[src/rtl/bank_queue_ctrl.sv]
// Bank wait-time ROM sequencer: counts customers from door sensors, holds the teller count,
// and publishes the ROM wait time once the address has been stable for a full settle cycle.
module bank_queue_ctrl #(
  parameter int SYNC_STAGES = 2,
  parameter int MAX_PEOPLE  = 7,
  parameter int TELLER_RST  = 1
) (
  input  logic       clk,
  input  logic       rst_n,
  input  logic       enter_i,
  input  logic       exit_i,
  input  logic       teller_we,
  input  logic [1:0] teller_num,
  input  logic [7:0] rom_wtime,
  output logic [2:0] rom_pcount,
  output logic [1:0] rom_tcount,
  output logic [7:0] wtime,
  output logic       wtime_vld,
  output logic       busy,
  output logic       full,
  output logic       empty,
  output logic       closed,
  output logic       overflow,
  output logic       underflow
);

  localparam logic [2:0] MAX_P   = 3'(MAX_PEOPLE);
  localparam logic [1:0] TEL_RST = 2'(TELLER_RST);

  typedef enum logic [1:0] {IDLE, SETTLE, CAPTURE} state_t;

  logic [SYNC_STAGES-1:0] ent_sync_q, ent_sync_d;
  logic [SYNC_STAGES-1:0] ext_sync_q, ext_sync_d;
  logic                   ent_prev_q, ent_prev_d;
  logic                   ext_prev_q, ext_prev_d;
  logic                   enter_e, exit_e;

  logic [2:0] pcount_q, pcount_d;
  logic [1:0] tcount_q, tcount_d;
  logic       ovf_q, ovf_d;
  logic       unf_q, unf_d;
  logic [7:0] wtime_q, wtime_d;
  logic       vld_q, vld_d;
  logic       evt;
  logic       capture;

  state_t state_q, state_d;

  // Sensor synchronisers and rising-edge detect
  always_comb begin
    ent_sync_d = {ent_sync_q[SYNC_STAGES-2:0], enter_i};
    ext_sync_d = {ext_sync_q[SYNC_STAGES-2:0], exit_i};
    ent_prev_d = ent_sync_q[SYNC_STAGES-1];
    ext_prev_d = ext_sync_q[SYNC_STAGES-1];
    enter_e    = ent_sync_q[SYNC_STAGES-1] & ~ent_prev_q;
    exit_e     = ext_sync_q[SYNC_STAGES-1] & ~ext_prev_q;
  end

  // Address update; simultaneous enter and exit cancel without flags
  always_comb begin
    pcount_d = pcount_q;
    ovf_d    = 1'b0;
    unf_d    = 1'b0;
    if (enter_e && !exit_e) begin
      if (pcount_q == MAX_P) ovf_d    = 1'b1;
      else                   pcount_d = pcount_q + 3'd1;
    end else if (exit_e && !enter_e) begin
      if (pcount_q == 3'd0)  unf_d    = 1'b1;
      else                   pcount_d = pcount_q - 3'd1;
    end
    tcount_d = teller_we ? teller_num : tcount_q;
    evt      = (pcount_d != pcount_q) || (tcount_d != tcount_q);
  end

  always_ff @(posedge clk or negedge rst_n) begin
    if (!rst_n) state_q <= IDLE;
    else        state_q <= state_d;
  end

  always_comb begin
    state_d = state_q;
    case (state_q)
      IDLE:    if (evt) state_d = SETTLE;
      SETTLE:  state_d = evt ? SETTLE : CAPTURE;
      CAPTURE: state_d = evt ? SETTLE : IDLE;
      default: state_d = IDLE;
    endcase
  end

  // A change arriving in CAPTURE suppresses the capture so stale data is never published
  always_comb begin
    capture = (state_q == CAPTURE) && !evt;
    wtime_d = capture ? rom_wtime : wtime_q;
    vld_d   = capture;
  end

  always_ff @(posedge clk or negedge rst_n) begin
    if (!rst_n) begin
      ent_sync_q <= '0;
      ext_sync_q <= '0;
      ent_prev_q <= 1'b0;
      ext_prev_q <= 1'b0;
      pcount_q   <= 3'd0;
      tcount_q   <= TEL_RST;
      ovf_q      <= 1'b0;
      unf_q      <= 1'b0;
      wtime_q    <= 8'd0;
      vld_q      <= 1'b0;
    end else begin
      ent_sync_q <= ent_sync_d;
      ext_sync_q <= ext_sync_d;
      ent_prev_q <= ent_prev_d;
      ext_prev_q <= ext_prev_d;
      pcount_q   <= pcount_d;
      tcount_q   <= tcount_d;
      ovf_q      <= ovf_d;
      unf_q      <= unf_d;
      wtime_q    <= wtime_d;
      vld_q      <= vld_d;
    end
  end

  assign rom_pcount = pcount_q;
  assign rom_tcount = tcount_q;
  assign wtime      = wtime_q;
  assign wtime_vld  = vld_q;
  assign overflow   = ovf_q;
  assign underflow  = unf_q;
  assign busy       = (state_q != IDLE);
  assign full       = (pcount_q == MAX_P);
  assign empty      = (pcount_q == 3'd0);
  assign closed     = (tcount_q == 2'd0);

endmodule

[config.mk]
export PLATFORM = sky130hd
export DESIGN_NAME = bank_queue_ctrl
export DESIGN_NICKNAME = d
export VERILOG_FILES = /design/src/rtl/bank_queue_ctrl.sv
export SDC_FILE = /design/constraint.sdc
export NUM_CORES = 1
export LEC_CHECK = 0
export ABC_AREA = 1
export BUFFER_PORTS_ARGS = -buffer_cell sky130_fd_sc_hd__buf_4
export CAP_MARGIN = 20
export CORE_ASPECT_RATIO = 1.1
export CORE_MARGIN = 4
export CORE_UTILIZATION = 49
export DETAILED_ROUTE_END_ITERATION = 7
export GPL_ROUTABILITY_DRIVEN = 0
export PLACE_DENSITY = 0.77
export SLEW_MARGIN = 10
export SYNTH_ARGS = -nofsm -noshare
export SYNTH_HDL_FRONTEND = slang
export SYNTH_SLANG_ARGS = --single-unit
[constraint.sdc]
create_clock -name clk -period 1.5 [get_ports clk]
set_input_delay 0.15 -clock clk [delete_from_list [all_inputs] [get_ports clk]]
set_output_delay 0.15 -clock clk [all_outputs]
set_load 0.005 [all_outputs]
==> flow_metrics.env, run 1 <==
export IMPL_wirelength_per_cell_um=11.7
export IMPL_nFillCells=173
export IMPL_clockBufferDepth=2
export IMPL_yosys_area_share_xor_xnor_pct=0.786
export IMPL_grt_met3_usage_pct=6.17
export IMPL_timing_worst_slew_pin_value_ns=0.297
export IMPL_number_of_enable_flip_flop_cells_after_synthesis=0
export IMPL_fp_coreArea_um2=2080
export IMPL_synthesis_instances=112
export IMPL_post_synth_top_area_cell="sky130_fd_sc_hd__dfrtp_1"
export IMPL_dp_hpwl_um=1680
export IMPL_timing_setup_critical_path_class="flop to output pin"
export IMPL_final_setup_violation_count=0
export IMPL_multi_input_comb_area_um2=420
export IMPL_via_count_of_the_first_global_routing_pass=826
export IMPL_timing_hold_worst_class="input pin to flop"
export IMPL_final_instance_count_excl_fill=180
export IMPL_synth_sequential_area_ratio_pct=54.0
export IMPL_drt_total_wl_um=2100
export IMPL_placement_io_buffers=34
export IMPL_largest_family_of_logic_cells_by_synthesized_area="simple AND/OR/NAND/NOR gates"
export IMPL_place_inst=173
export IMPL_critical_path_endpoint_type="output pin"
export IMPL_syn2layout_area_growth_pct=30.6
export IMPL_part_of_the_total_power_dissipated_in_the_clock_network_pct=13.0
export IMPL_wire_length_of_the_first_global_routing_pass_um=3380
export IMPL_final_period_utilization_pct=92.7
export IMPL_effective_utilization_at_floorplan_pct=53.5
export IMPL_fin_nets=171
export IMPL_grt_setup_unrepaired="false"
export IMPL_global_route_usage_total_pct=14.9
export IMPL_async_flop_share_pct=100
export IMPL_tritoncts_num_buffers=3
export IMPL_grtUsageMet2_pct=25.7
export IMPL_synth_top_area_cells="sky130_fd_sc_hd__dfrtp_1 52%, sky130_fd_sc_hd__nand2_1 8.1%, sky130_fd_sc_hd__inv_1 4.7%, sky130_fd_sc_hd__nand3_2 4.5%, sky130_fd_sc_hd__nand4_1 4.5%"
export IMPL_synth_seq_cells=24
export IMPL_synth_most_common_cell="sky130_fd_sc_hd__nand2_1"
export IMPL_leakagePower_nw=0.786
export IMPL_tritoncts="done"
export IMPL_fraction_of_layout_instances_using_a_drive_strength_above_1_pct=41.4
export IMPL_area_sequential_um2=602
export IMPL_final_max_slew_violation_count=0
export IMPL_dieWidth_um=53.5
export IMPL_synth_fp_nets=130
export IMPL_totalNegativeSetupSlack_ns=0
export IMPL_timing_slew_headroom_pct=80.2
export IMPL_clockRootBuffer="sky130_fd_sc_hd__clkbuf_4"
export IMPL_cellInternalPower_mw=1.36
export IMPL_worstPathArrival_ns=1.24
export IMPL_switchingPower_mw=0.701
export IMPL_detail_route_drc_violations=0
export IMPL_drv_max_cap_violation_count=0
export IMPL_die_area_um2=3100
export IMPL_synth_simple_gate_area_share_pct=29.1
export IMPL_drt_initial_drc_count=6
export IMPL_placementRows=17
export IMPL_dieHeight_um=58.0
export IMPL_synth_compound_area_share_pct=3.59
export IMPL_groute_layer_met1_usage_pct=15.9
export IMPL_largest_net_degree_at_the_start_of_global_routing=25
export IMPL_sequential_group_share_of_total_power_pct=47.1
export IMPL_outcome="completed"
export IMPL_detail_route_vias_per_cell=4.77
export IMPL_antenna_found_initial=0
export IMPL_timing_critical_path_required_ns=1.35
export IMPL_post_synth_fa_ha_maj_area_fraction_pct=3.37
export IMPL_htree_num_levels=1
export IMPL_detail_route_first_pass_iterations=4
export IMPL_clock_fmax_mhz=719
export IMPL_vias=859
export IMPL_synthesis_area_per_instance_um2=9.95
export IMPL_finClkSkew_ns=0.00930
export IMPL_cellPowerDensity_nw_per_um2=1410
export IMPL_yosys_most_used_dff="sky130_fd_sc_hd__dfrtp_1"
export IMPL_finalWorstPathRequiredPeriod_ns=1.39
export IMPL_io_pins=35
export IMPL_power_switching_fraction_pct=34.1
export IMPL_clkSlewWorstSetupHoldPaths_ns=0.11
export IMPL_post_synth_mux_area_share_pct=0
export IMPL_synth_cell_types=23
export IMPL_crit_fanout=3
export IMPL_combPwrFrac_pct=39.9
export IMPL_yosys_top_cells_count="24 x sky130_fd_sc_hd__nand2_1, 23 x sky130_fd_sc_hd__dfrtp_1, 14 x sky130_fd_sc_hd__inv_1"
export IMPL_n_antenna_cell=0
export IMPL_critical_path_source_type="flop"
export IMPL_synth_largest_type_area_fraction_pct=51.6
export IMPL_vdd_drop_max_mv=0.873
export IMPL_gr_max_usage_layer="met2"
export IMPL_postRouteAntennaNets=0
export IMPL_synth_warnings=0
export IMPL_grt_ovfl_total=0
export IMPL_finalHoldViolations=0
export IMPL_clock_insertion_delay_worst_skew_ns=0.30
export IMPL_cts_sink_count=24
export IMPL_syn_cell_area_um2=1110
==> sequential cells by signal, summed over array words and instances (netlist names) <==
| signal | count |
|---|---|
| ext_prev_q | 1 |
| ent_sync_q | 2 |
| wtime_vld | 1 |
| rom_pcount | 3 |
| ext_sync_q | 2 |
| state_q | 2 |
| ent_prev_q | 1 |
| underflow | 1 |
| overflow | 1 |
| wtime | 8 |
| rom_tcount | 2 |
==> worst max-delay path, cell delays in order (launching register included) <==
cell	delay, ns
sky130_fd_sc_hd__dfrtp_1	0.42
sky130_fd_sc_hd__ha_1	0.23
sky130_fd_sc_hd__nand2_2	0.09
sky130_fd_sc_hd__clkinv_2	0.07
sky130_fd_sc_hd__buf_4	0.13
==> worst paths after layout <==
kind / slack (ns) / to / startpoint / cells after the start
max: 0.11 / full / rom_pcount[0]$_DFF_PN0_ / 4
min: 0.07 / rom_tcount[0]$_DFF_PN1_ / teller_we / 2
max reg2reg: 0.12 / wtime[2]$_DFFE_PN0P_ / rom_pcount[1]$_DFF_PN0_ / 9
min reg2reg: 0.37 / ext_sync_q[1]$_DFF_PN0_ / ext_sync_q[0]$_DFF_PN0_ / 0
max in group asynchronous: 0.94 / rom_tcount[0]$_DFF_PN1_ / rst_n / 2
min in group asynchronous: 0.26 / underflow$_DFF_PN0_ / rst_n / 2
==> final cells by class <==
type,instances,area share (%)
inverter,18,4.73
tap,28,2.41
multi-input combinational,67,28.9
sequential,24,41.3
clock buffer,4,1.80
timing repair buffer,39,20.9
==> cells by family (layout without fill, tap and decap cells) <==
kind of cell	Yosys count	after routing
AO/OA/AOI/OAI	6	6
XOR/XNOR	1	1
adder cells (fa/ha/maj)	3	3
buffers and inverters	21	61
flip-flops	24	24
AND/OR/NAND/NOR	57	57
==> layer usage <==
metal / vias up / wire (um)
met1: 400 / 817
met3: 2 / 163
met4: 0 / 19
met2: 24 / 1100
li1: 433 / -
met5: - / 0
==> metrics by stage <==
stage	total power [mW]	util [%]	worst slack (ns)	hold WS (ns)	area, um2
2_1_floorplan	1.37	-	0.180	-0.146	1110
4_1_cts	2.08	69.2	0.0164	0.0565	1440
6_report	2.06	69.9	0.110	0.0732	1460
3_3_place_gp	1.76	66.5	0.101	0.0601	1390
3_5_place_dp	1.80	66.5	0.0332	0.0614	1390
5_1_grt	2.22	69.9	0.000672	0.0634	1460
==> power groups by stage <==
stage               combinational (mW)  sequential [mW]  clock (mW)
floorplan                        0.395            0.974           0
global placement                 0.794            0.968           0
detailed placement               0.815            0.981           0
CTS                              0.823            0.967       0.285
global route                     0.912            0.998       0.310
finish                           0.823            0.969       0.268
==> placed cells by master (no fill, tap or decap), types with 3 or more instances in the layout <==
| cell type | instances |
|---|---|
| sky130_fd_sc_hd__dfrtp_1 | 23 |
| sky130_fd_sc_hd__inv_1 | 13 |
| sky130_fd_sc_hd__inv_2 | 4 |
| sky130_fd_sc_hd__nand2_1 | 24 |
| sky130_fd_sc_hd__nand3_1 | 5 |
| sky130_fd_sc_hd__nand3_2 | 4 |
| sky130_fd_sc_hd__nand2_2 | 5 |
| sky130_fd_sc_hd__nand4_1 | 8 |
| sky130_fd_sc_hd__dlygate4sd3_1 | 3 |
| sky130_fd_sc_hd__clkbuf_4 | 3 |
| sky130_fd_sc_hd__buf_4 | 35 |
==> timing repair <==
item,4_1_cts,5_1_grt
hold buffers,3,0
endpoints found under the hold margin,26,0
resized for setup,0,4
buffers inserted,0,0
setup endpoints to repair,0,11
Note: power is estimated with default switching activity, not from simulation.
==> inputs of run 2 (changes only) <==
Settings changed: GPL_TIMING_DRIVEN set to 0.
Clock period 1.5 ns to 1.3 ns, I/O delays scaled along.
==> run 2 against run 1 <==
  * Flip-flop and latch count is the same
  * Routed wire length grew 19%
  * Cell area grew 16%
  * Combinational power up 57%
  * Largest cell class unchanged
  * Sequential share of layout area is 5.7 points lower
  * Via count rose by 13%
  * The run now ends with setup timing left
  * Worst setup slack lost 0.17 ns
==> flow_metrics.env, run 2 (synthesized netlist as in run 1, its figures left out) <==
export IMPL_outcome="complete, but fails checks"
export IMPL_violations="setup timing"
export IMPL_critPathMostFrequentCell="sky130_fd_sc_hd__nand2_4"
export IMPL_via_count_of_the_first_global_routing_pass=1023
export IMPL_layout_setup_ws_ns=-0.0579
export IMPL_tritoncts="done"
export IMPL_cts_sink_count=24
export IMPL_dp_hpwl_um=1640
export IMPL_final_setup_violation_count=14
export IMPL_timing_worst_slew_pin_value_ns=0.305
export IMPL_finalPower_mw=2.80
export IMPL_worstPathArrival_ns=1.57
export IMPL_critical_path_slowest_cell="sky130_fd_sc_hd__dfrtp_1"
export IMPL_detail_route_drc_violations=0
export IMPL_vdd_drop_max_mv=1.08
export IMPL_global_route_usage_total_pct=18.5
export IMPL_wirelength_per_cell_um=12.7
export IMPL_clkSlewWorstSetupHoldPaths_ns=0.13
export IMPL_max_reg_flops=8
export IMPL_fp_coreArea_um2=2080
export IMPL_clock_insertion_delay_worst_skew_ns=0.31
export IMPL_rr_startpoint="rom_pcount[1]$_DFF_PN0_"
export IMPL_timing_slew_headroom_pct=79.6
export IMPL_fin_nets=187
export IMPL_critical_path_endpoint_type="flop"
export IMPL_finalWorstPathRequiredPeriod_ns=1.36
export IMPL_postRouteAntennaNets=0
export IMPL_timing_setup_critical_path_class="flop to flop"
export IMPL_critical_path_launch_point="rom_pcount[1]$_DFF_PN0_"
export IMPL_reg2regPathDepth=8
export IMPL_placement_io_buffers=33
export IMPL_effective_utilization_at_floorplan_pct=53.5
export IMPL_grt_setup_unrepaired="true"
export IMPL_switchingPower_mw=0.957
export IMPL_critical_path_source_type="flop"
export IMPL_htree_num_levels=1
export IMPL_dp_worst_setup_slack_ns=-0.0840
export IMPL_clock_fmax_mhz=736
export IMPL_die_area_um2=3100
export IMPL_grt_ovfl_total=0
export IMPL_clockRootBuffer="sky130_fd_sc_hd__clkbuf_4"
export IMPL_io_pins=35
export IMPL_leakagePower_nw=0.885
export IMPL_dieHeight_um=58.0
export IMPL_power_switching_fraction_pct=34.2
export IMPL_totalNegativeSetupSlack_ns=-0.505
export IMPL_wire_length_of_the_first_global_routing_pass_um=4330
export IMPL_crit_path_cell_trace="inv_2 -> ha_4 -> nand2_4 -> nand3_4 -> nand2_4 -> nand2_8 -> buf_4 -> xor2_1"
export IMPL_highest_cell_delay_on_the_worst_timing_path_ns=0.41
export IMPL_crit_reg2reg_capture="rom_pcount[0]$_DFF_PN0_"
export IMPL_detail_route_vias_per_cell=4.94
export IMPL_dieWidth_um=53.5
export IMPL_drt_initial_drc_count=8
export IMPL_clockBufferDepth=2
export IMPL_place_inst=173
export IMPL_layout_cells_most_common="sky130_fd_sc_hd__buf_4"
export IMPL_worstHoldStart="teller_num[1]"
export IMPL_cellInternalPower_mw=1.84
export IMPL_finalHoldViolations=0
export IMPL_fraction_of_layout_instances_using_a_drive_strength_above_1_pct=50.0
export IMPL_n_antenna_cell=0
export IMPL_tritoncts_num_buffers=3
export IMPL_timing_critical_path_required_ns=1.51
export IMPL_cellPowerDensity_nw_per_um2=1650
export IMPL_drt_total_wl_um=2500
export IMPL_placementRows=17
export IMPL_finClkSkew_ns=0.00310
export IMPL_largest_net_degree_at_the_start_of_global_routing=25
export IMPL_crit_fanout=6
export IMPL_timing_hold_worst_class="input pin to flop"
export IMPL_detail_route_first_pass_iterations=4
export IMPL_part_of_the_total_power_dissipated_in_the_clock_network_pct=13.9
export IMPL_syn2layout_area_growth_pct=51.7
export IMPL_final_instance_count_excl_fill=196
export IMPL_sequential_group_share_of_total_power_pct=39.8
export IMPL_final_max_slew_violation_count=0
export IMPL_antenna_found_initial=0
export IMPL_nFillCells=128
export IMPL_hold_depth=3
export IMPL_setup_reg_to_reg_worst_slack_ns=-0.06
export IMPL_worst_hold_path_endpoint="rom_tcount[1]$_DFF_PN0_"
export IMPL_final_cell_mix="43 x sky130_fd_sc_hd__buf_4, 23 x sky130_fd_sc_hd__nand2_1, 23 x sky130_fd_sc_hd__dfrtp_1, 12 x sky130_fd_sc_hd__inv_1, 8 x sky130_fd_sc_hd__nand4_1"
export IMPL_drv_max_cap_violation_count=0
export IMPL_final_period_utilization_pct=104
export IMPL_fin_hold_ws_ns=0.0353
export IMPL_vias=968
export IMPL_combPwrFrac_pct=46.3
-- run 2: changes by cell type in the layout (fill, tap and decap cells not counted), sizes merged --
cell	before	now
buf	36	50
clkinv	1	0
nand3	10	11
inv	17	18
dlygate4sd3	3	4
-- run 2: power by group through the flow --
stage | Sequential, mW | Combinational [mW] | Clock (mW)
6_report | 1.11 | 1.29 | 0.388
5_1_grt | 1.15 | 1.44 | 0.440
4_1_cts | 1.11 | 1.19 | 0.400
3_5_place_dp | 1.13 | 0.958 | 0
3_3_place_gp | 1.11 | 0.936 | 0
2_1_floorplan | 1.13 | 0.469 | 0
-- run 2: per-stage QoR --
stage	area, um2	utilization, %
final	1690	81.2
after global routing	1690	81.2
after CTS	1590	76.5
after detailed placement	1410	67.5
after global placement	1410	67.5
after floorplan	1120	-
-- run 2: area by class of cell --
type	instances	area, um2	area share [%]
Buffer	3	33.8	2.00
Inverter	18	70.1	4.14
Sequential cell	24	602	35.6
Clock buffer	4	36.3	2.14
Timing Repair Buffer	51	408	24.1
Multi-Input combinational cell	68	507	30.0
Tap cell	28	35.0	2.07
-- run 2: timing repair --
action / CTS / global route
gates cloned: 3 / 0
hold endpoints to repair: 27 / 0
setup endpoints to repair: 13 / 17
hold buffers: 4 / 0
pin swaps: 16 / 9
gates resized for setup: 9 / 12
setup buffers: 7 / 5
-- run 2: worst max-delay path by stage --
stage / end / slack (ns) / depth (start not counted)
2_1_floorplan: wtime[0]$_DFFE_PN0P_ / 0.02 / 8
3_3_place_gp: wtime[2]$_DFFE_PN0P_ / -0.05 / 9
3_5_place_dp: wtime[0]$_DFFE_PN0P_ / -0.08 / 9
4_1_cts: wtime[2]$_DFFE_PN0P_ / -0.08 / 9
5_1_grt: wtime[0]$_DFFE_PN0P_ / -0.17 / 9
6_report: rom_pcount[0]$_DFF_PN0_ / -0.06 / 8
-- run 2: routing by layer --
layer | global-route usage (%) | routed length (um)
met4 | 6.57 | 42
met2 | 30.5 | 1300
met1 | 23.9 | 1020
met3 | 3.60 | 137
met5 | 0 | 0
-- run 2: worst max-delay path, delay by kind of cell (launching register included) --
kind / cells / cell delay [ns]
adder cells (fa/ha/maj): 1 / 0.17
flip-flops: 1 / 0.41
buffers and inverters: 2 / 0.21
XOR/XNOR: 1 / 0.13
AND/OR/NAND/NOR: 4 / 0.33
